File: src/rtl/data_mem_arbiter_if.sv
// Host/debug command bus into data_mem_arbiter: level request held until a one-cycle ack.
interface data_mem_arbiter_if #(
    parameter int unsigned ADDR_WIDTH = 8,
    parameter int unsigned DATA_WIDTH = 8
);
    logic                  host_req;
    logic                  host_we;
    logic [ADDR_WIDTH-1:0] host_addr;
    logic [DATA_WIDTH-1:0] host_wdata;
    logic                  host_ack;
    logic [DATA_WIDTH-1:0] host_rdata;
    logic                  host_err;
    logic                  host_busy;

    modport master (
        output host_req, host_we, host_addr, host_wdata,
        input  host_ack, host_rdata, host_err, host_busy
    );

    modport slave (
        input  host_req, host_we, host_addr, host_wdata,
        output host_ack, host_rdata, host_err, host_busy
    );
endinterface

File: src/rtl/data_mem_arbiter.sv
// Shares the data RAM between the CPU (absolute priority, zero-latency pass-through) and a queued host port.
// Optional feature macro: ARB_TIMEOUT_EN aborts a host command after HOST_MAX_WAIT busy cycles.
module data_mem_arbiter #(
    parameter int unsigned ADDR_WIDTH    = 8,
    parameter int unsigned DATA_WIDTH    = 8,
    parameter int unsigned HOST_MAX_WAIT = 15,
    parameter int unsigned WAIT_WIDTH    = 4
) (
    input  logic                  clk,
    input  logic                  arst,
    input  logic                  cpu_req,
    input  logic                  cpu_we,
    input  logic [ADDR_WIDTH-1:0] cpu_addr,
    input  logic [DATA_WIDTH-1:0] cpu_wdata,
    output logic [DATA_WIDTH-1:0] cpu_rdata,
    data_mem_arbiter_if.slave     host,
    output logic [ADDR_WIDTH-1:0] ram_addr,
    output logic                  ram_we,
    output logic [DATA_WIDTH-1:0] ram_wdata,
    input  logic [DATA_WIDTH-1:0] ram_rdata
);

    typedef enum logic [1:0] {
        IDLE    = 2'd0,
        PENDING = 2'd1,
        ISSUED  = 2'd2
    } state_t;

    state_t                r_state;
    logic                  r_we;
    logic [ADDR_WIDTH-1:0] r_addr;
    logic [DATA_WIDTH-1:0] r_wdata;
    logic [DATA_WIDTH-1:0] r_rdata;
    logic                  r_ack;
    logic                  r_err;
    logic                  r_busy;
    logic                  w_capture;

    if ((64'(1) << WAIT_WIDTH) <= 64'(HOST_MAX_WAIT)) begin : g_cfg_check
        $error("WAIT_WIDTH too small for HOST_MAX_WAIT");
    end

`ifdef ARB_TIMEOUT_EN
    logic [WAIT_WIDTH-1:0] r_wait;
    logic                  r_abort;

    assign w_capture = (r_state == ISSUED) && !r_we && !r_abort;
`else
    assign w_capture = (r_state == ISSUED) && !r_we;
`endif

    // Command sequencing; ack/err/busy are registered so they line up with the ISSUED cycle.
    always_ff @(posedge clk or posedge arst) begin
        if (arst) begin
            r_state <= IDLE;
            r_we    <= 1'b0;
            r_addr  <= '0;
            r_wdata <= '0;
            r_rdata <= '0;
            r_ack   <= 1'b0;
            r_err   <= 1'b0;
            r_busy  <= 1'b0;
`ifdef ARB_TIMEOUT_EN
            r_wait  <= '0;
            r_abort <= 1'b0;
`endif
        end else begin
            r_ack <= 1'b0;
            r_err <= 1'b0;
            case (r_state)
                IDLE: begin
                    if (host.host_req) begin
                        r_we    <= host.host_we;
                        r_addr  <= host.host_addr;
                        r_wdata <= host.host_wdata;
                        r_busy  <= 1'b1;
                        r_state <= PENDING;
`ifdef ARB_TIMEOUT_EN
                        r_wait  <= '0;
                        r_abort <= 1'b0;
`endif
                    end
                end
                PENDING: begin
                    if (cpu_req) begin
`ifdef ARB_TIMEOUT_EN
                        if (r_wait == WAIT_WIDTH'(HOST_MAX_WAIT)) begin
                            r_abort <= 1'b1;
                            r_ack   <= 1'b1;
                            r_err   <= 1'b1;
                            r_state <= ISSUED;
                        end else if (r_wait != '1) begin
                            r_wait <= r_wait + WAIT_WIDTH'(1);
                        end
`endif
                    end else begin
                        r_ack   <= 1'b1;
                        r_state <= ISSUED;
                    end
                end
                ISSUED: begin
                    if (w_capture) begin
                        r_rdata <= ram_rdata;
                    end
                    r_busy  <= 1'b0;
                    r_state <= IDLE;
                end
                default: begin
                    r_busy  <= 1'b0;
                    r_state <= IDLE;
                end
            endcase
        end
    end

    // RAM mux: CPU always wins; the held command only reaches the RAM on a free PENDING cycle.
    always_comb begin
        ram_addr  = r_addr;
        ram_wdata = r_wdata;
        ram_we    = 1'b0;
        if (cpu_req) begin
            ram_addr  = cpu_addr;
            ram_wdata = cpu_wdata;
            ram_we    = cpu_we;
        end else if (r_state == PENDING) begin
            ram_we = r_we;
        end
    end

    assign cpu_rdata = ram_rdata;

    // Read data arrives from the RAM during ISSUED, so bypass it to be valid alongside host_ack.
    assign host.host_rdata = w_capture ? ram_rdata : r_rdata;
    assign host.host_ack   = r_ack;
    assign host.host_busy  = r_busy;
`ifdef ARB_TIMEOUT_EN
    assign host.host_err   = r_err;
`else
    assign host.host_err   = 1'b0;
`endif

endmodule

File: src/flat_wrapper.sv
// flat-port wrapper written by rule: the top's interface ports become plain ports
module data_mem_arbiter_flat 
#(
    parameter int unsigned ADDR_WIDTH    = 8,
    parameter int unsigned DATA_WIDTH    = 8,
    parameter int unsigned HOST_MAX_WAIT = 15,
    parameter int unsigned WAIT_WIDTH    = 4
)
  (clk, arst, cpu_req, cpu_we, cpu_addr, cpu_wdata, cpu_rdata, ram_addr, ram_we, ram_wdata, ram_rdata, host_host_req, host_host_we, host_host_addr, host_host_wdata, host_host_ack, host_host_rdata, host_host_err, host_host_busy);
  data_mem_arbiter_if #(.ADDR_WIDTH(ADDR_WIDTH), .DATA_WIDTH(DATA_WIDTH)) host_i ();
  input  logic clk;
  input  logic arst;
  input  logic cpu_req;
  input  logic cpu_we;
  input  logic [ADDR_WIDTH-1:0] cpu_addr;
  input  logic [DATA_WIDTH-1:0] cpu_wdata;
  output logic [DATA_WIDTH-1:0] cpu_rdata;
  output logic [ADDR_WIDTH-1:0] ram_addr;
  output logic ram_we;
  output logic [DATA_WIDTH-1:0] ram_wdata;
  input  logic [DATA_WIDTH-1:0] ram_rdata;
  input wire logic [$bits(host_i.host_req)-1:0] host_host_req;
  input wire logic [$bits(host_i.host_we)-1:0] host_host_we;
  input wire logic [$bits(host_i.host_addr)-1:0] host_host_addr;
  input wire logic [$bits(host_i.host_wdata)-1:0] host_host_wdata;
  output wire logic [$bits(host_i.host_ack)-1:0] host_host_ack;
  output wire logic [$bits(host_i.host_rdata)-1:0] host_host_rdata;
  output wire logic [$bits(host_i.host_err)-1:0] host_host_err;
  output wire logic [$bits(host_i.host_busy)-1:0] host_host_busy;
  assign host_i.host_req = host_host_req;
  assign host_i.host_we = host_host_we;
  assign host_i.host_addr = host_host_addr;
  assign host_i.host_wdata = host_host_wdata;
  assign host_host_ack = host_i.host_ack;
  assign host_host_rdata = host_i.host_rdata;
  assign host_host_err = host_i.host_err;
  assign host_host_busy = host_i.host_busy;
  data_mem_arbiter #(.ADDR_WIDTH(ADDR_WIDTH), .DATA_WIDTH(DATA_WIDTH), .HOST_MAX_WAIT(HOST_MAX_WAIT), .WAIT_WIDTH(WAIT_WIDTH)) u_core (.clk(clk), .arst(arst), .cpu_req(cpu_req), .cpu_we(cpu_we), .cpu_addr(cpu_addr), .cpu_wdata(cpu_wdata), .cpu_rdata(cpu_rdata), .host(host_i), .ram_addr(ram_addr), .ram_we(ram_we), .ram_wdata(ram_wdata), .ram_rdata(ram_rdata));
endmodule
File: config.mk
export PLATFORM = sky130hd
export DESIGN_NAME = data_mem_arbiter_flat
export DESIGN_NICKNAME = d
export VERILOG_FILES = /design/src/rtl/data_mem_arbiter_if.sv /design/src/rtl/data_mem_arbiter.sv /design/src/flat_wrapper.sv
export SDC_FILE = /design/constraint.sdc
export NUM_CORES = 1
export LEC_CHECK = 0
export ABC_CLOCK_PERIOD_IN_PS = 2400
export CORE_MARGIN = 2
export CORE_UTILIZATION = 50
export CTS_CLUSTER_DIAMETER = 80
export DETAILED_ROUTE_END_ITERATION = 8
export DONT_BUFFER_PORTS = 1
export SETUP_SLACK_MARGIN = 0.1
export SYNTH_ARGS = -nofsm -noshare
export SYNTH_HDL_FRONTEND = slang
export SYNTH_SLANG_ARGS = --single-unit
File: constraint.sdc
create_clock -name clk -period 2.4 [get_ports clk]
set_input_delay 0.48 -clock clk [delete_from_list [all_inputs] [get_ports clk]]
set_output_delay 0.48 -clock clk [all_outputs]
set_load 0.02 [all_outputs]
==> impl_metrics.ini <==
[drt]
vias = 776
final_antenna_net_count = 0
drtPass1Iterations = 3
wire_per_inst_um = 17.5
vias_per_cell = 5.79
drt_wl_total_um = 2340
post-route-drc-count = 0
drt-initial-drc-count = 4

[critical_path]
crit_type = reg2out
crit_arrival_ns = 1.67
cp-end-kind = output pin
cp.required_ns = 1.92
start_kind = flip-flop
critPathMaxFanout = 16

[cells_and_area]
fin_util = 0.535
synthToLayoutAreaGrowth_pct = 0.253
nets = 148
layout-drive-gt1-share = 0.573
n_antenna_cell = 0

[synthesis]
yosysUniqueCellTypes = 16
async_flop_share = 1.00
synth_common_cells = 49 x mux2_2, 29 x dfrtp_1, 9 x buf_4
syn_inst = 106
post-synth-top-count-cell = mux2_2
avgSynthCellArea_um2 = 14.0
ys.warnings.count = 0
synth-seq-area-share = 0.489
synth-edff-count = 0
synth_top_area_share = 0.489
synth_top_cell_by_area = dfrtp_1
synthFlopType = dfrtp_1
synth_nets = 152
synth_seq_cells = 29
netlist_area_mm2 = 0.00148
synthTopCellsByArea = dfrtp_1 49%, mux2_2 37%, buf_4 4.6%

[global_route]
grt_overflow = 0
first_global_vias = 820
grt_pass1_wl_um = 3740
antenna_found_initial = 0
track_usage = 0.151
grt_max_degree = 30

[clock_tree]
clkSinkCount = 29
htreeDepth = 2
clock_latency_ns = 0.32
clk_pin_slew_ns = 0.08
ctsHoldBuffers = 0
clockBufferDepth = 2
postCtsSetupBuffers = 0
cts_tree = yes
ctsResizeCount = 0
cts_buffers = 5
root_buffer = clkbuf_4

[timing]
setup_viol = 0
max_freq_mhz = 465
skew_ns = 0.0124
fin_crit_sh = 0.896
setup_ws_ns = 0.250
relSlewSlack = 0.583
tns_ns = 0
rsz0062_at_grt = no
slew_violations = 0
hold_viol = 0
fin_crit_ns = 2.15
worst_pin_slew_ns = 0.620

[placement]
globalplace.congestion = 0.661
portBuffers = 0
dp_slack_ns = 0.584
dp_hpwl_um = 1730

[die]
die_w_um = 58.5
die_h_um = 58.5
core_area_mm2 = 0.00278
start_util = 0.534
rows = 19
pin_count = 82
die_area_mm2 = 0.00342

[pwr]
total_power_w = 0.00171
pwr_density_cell_mw_per_mm2 = 1150
vdd_drop_max_uv = 696
leakagePower_nw = 0.616

[outcome]
outcome = finished clean

[run]
cap_violations = 0

[hold_path]
hold_class = in2async
==> final cells by class <==
cell class	instances	area, um^2
fill	251	1290
sequential	29	726
multi-input combinational	61	644
clock buffer	8	48.8
tap	31	38.8
timing repair buffer	3	22.5
inverter	2	7.51
==> stage by stage <==
step | instances | hold slack [ns] | cell area [um^2]
global placement | 126 | 0.460 | 1440
CTS | 134 | 0.104 | 1490
finish | 134 | 0.103 | 1490
detailed placement | 126 | 0.462 | 1440
floorplan | 106 | 0.477 | 1480
global route | 134 | 0.116 | 1490
==> flip-flops by register name, indices dropped and copies added, names as in the netlist <==
signal                 count
u_core.host.host_busy      1
u_core.r_rdata             8
u_core.r_we                1
u_core.r_wdata             8
u_core.host.host_ack       1
u_core.r_state             2
u_core.r_addr              8
==> worst max-delay path, cell delays in order (launching register included) <==
cell     delay (ns)
dfrtp_1        0.48
nor3b_4        0.21
buf_4          0.24
mux2_2         0.42
==> power breakdown <==
| group | total (W) | internal (W) | switching (W) |
|---|---|---|---|
| clock | 0.000274 | 0.000117 | 0.000157 |
| combinational | 0.000629 | 0.000301 | 0.000329 |
| sequential | 0.000812 | 0.000686 | 0.000125 |
| total | 0.00171 | 0.00110 | 0.000611 |
==> cell families (layout without fill, tap and decap cells) <==
| group | after synthesis | count (layout) | share of synthesized area |
|---|---|---|---|
| AO/OA/AOI/OAI | 3 | 3 | 0.0101 |
| buffers and inverters | 16 | 13 | 0.0767 |
| flip-flops | 29 | 29 | 0.489 |
| multiplexers | 49 | 49 | 0.372 |
| other | 1 | 1 | 0.00253 |
| AND/OR/NAND/NOR | 8 | 8 | 0.0498 |
==> cell usage in the layout, fill, tap and decap left out <==
cell type,count
nand3b_1,1
nor3b_1,2
inv_1,2
nand2_1,2
mux2_2,49
buf_4,3
a21oi_1,2
nand2b_1,1
conb_1,1
clkbuf_1,3
o21ai_0,1
dfrtp_1,29
nor3b_4,2
clkbuf_4,5
==> layer usage <==
| metal | global-route usage | vias up | share of wire |
|---|---|---|---|
| met5 | 0 | - | 0 |
| met4 | 0.0631 | 0 | 0.015 |
| met3 | 0.0747 | 7 | 0.11 |
| met2 | 0.252 | 46 | 0.50 |
| met1 | 0.163 | 370 | 0.37 |
| li1 | - | 353 | - |
==> final timing paths <==
check                      depth (start not counted)               from                    to  slack, ns
setup / recovery                                   3  u_core.r_state[1]    host_host_rdata[4]       0.25
setup reg to reg                                   3  u_core.r_state[0]      u_core.r_addr[0]       0.69
min in group clk                                   1            cpu_req  u_core.host.host_ack       0.21
hold / removal                                     2               arst     u_core.r_wdata[3]       0.10
hold reg to reg                                    1  u_core.r_rdata[3]     u_core.r_rdata[3]       0.51
max in group asynchronous                          2               arst      u_core.r_addr[2]       2.03
No activity file was read; power rests on OpenSTA's default activity.
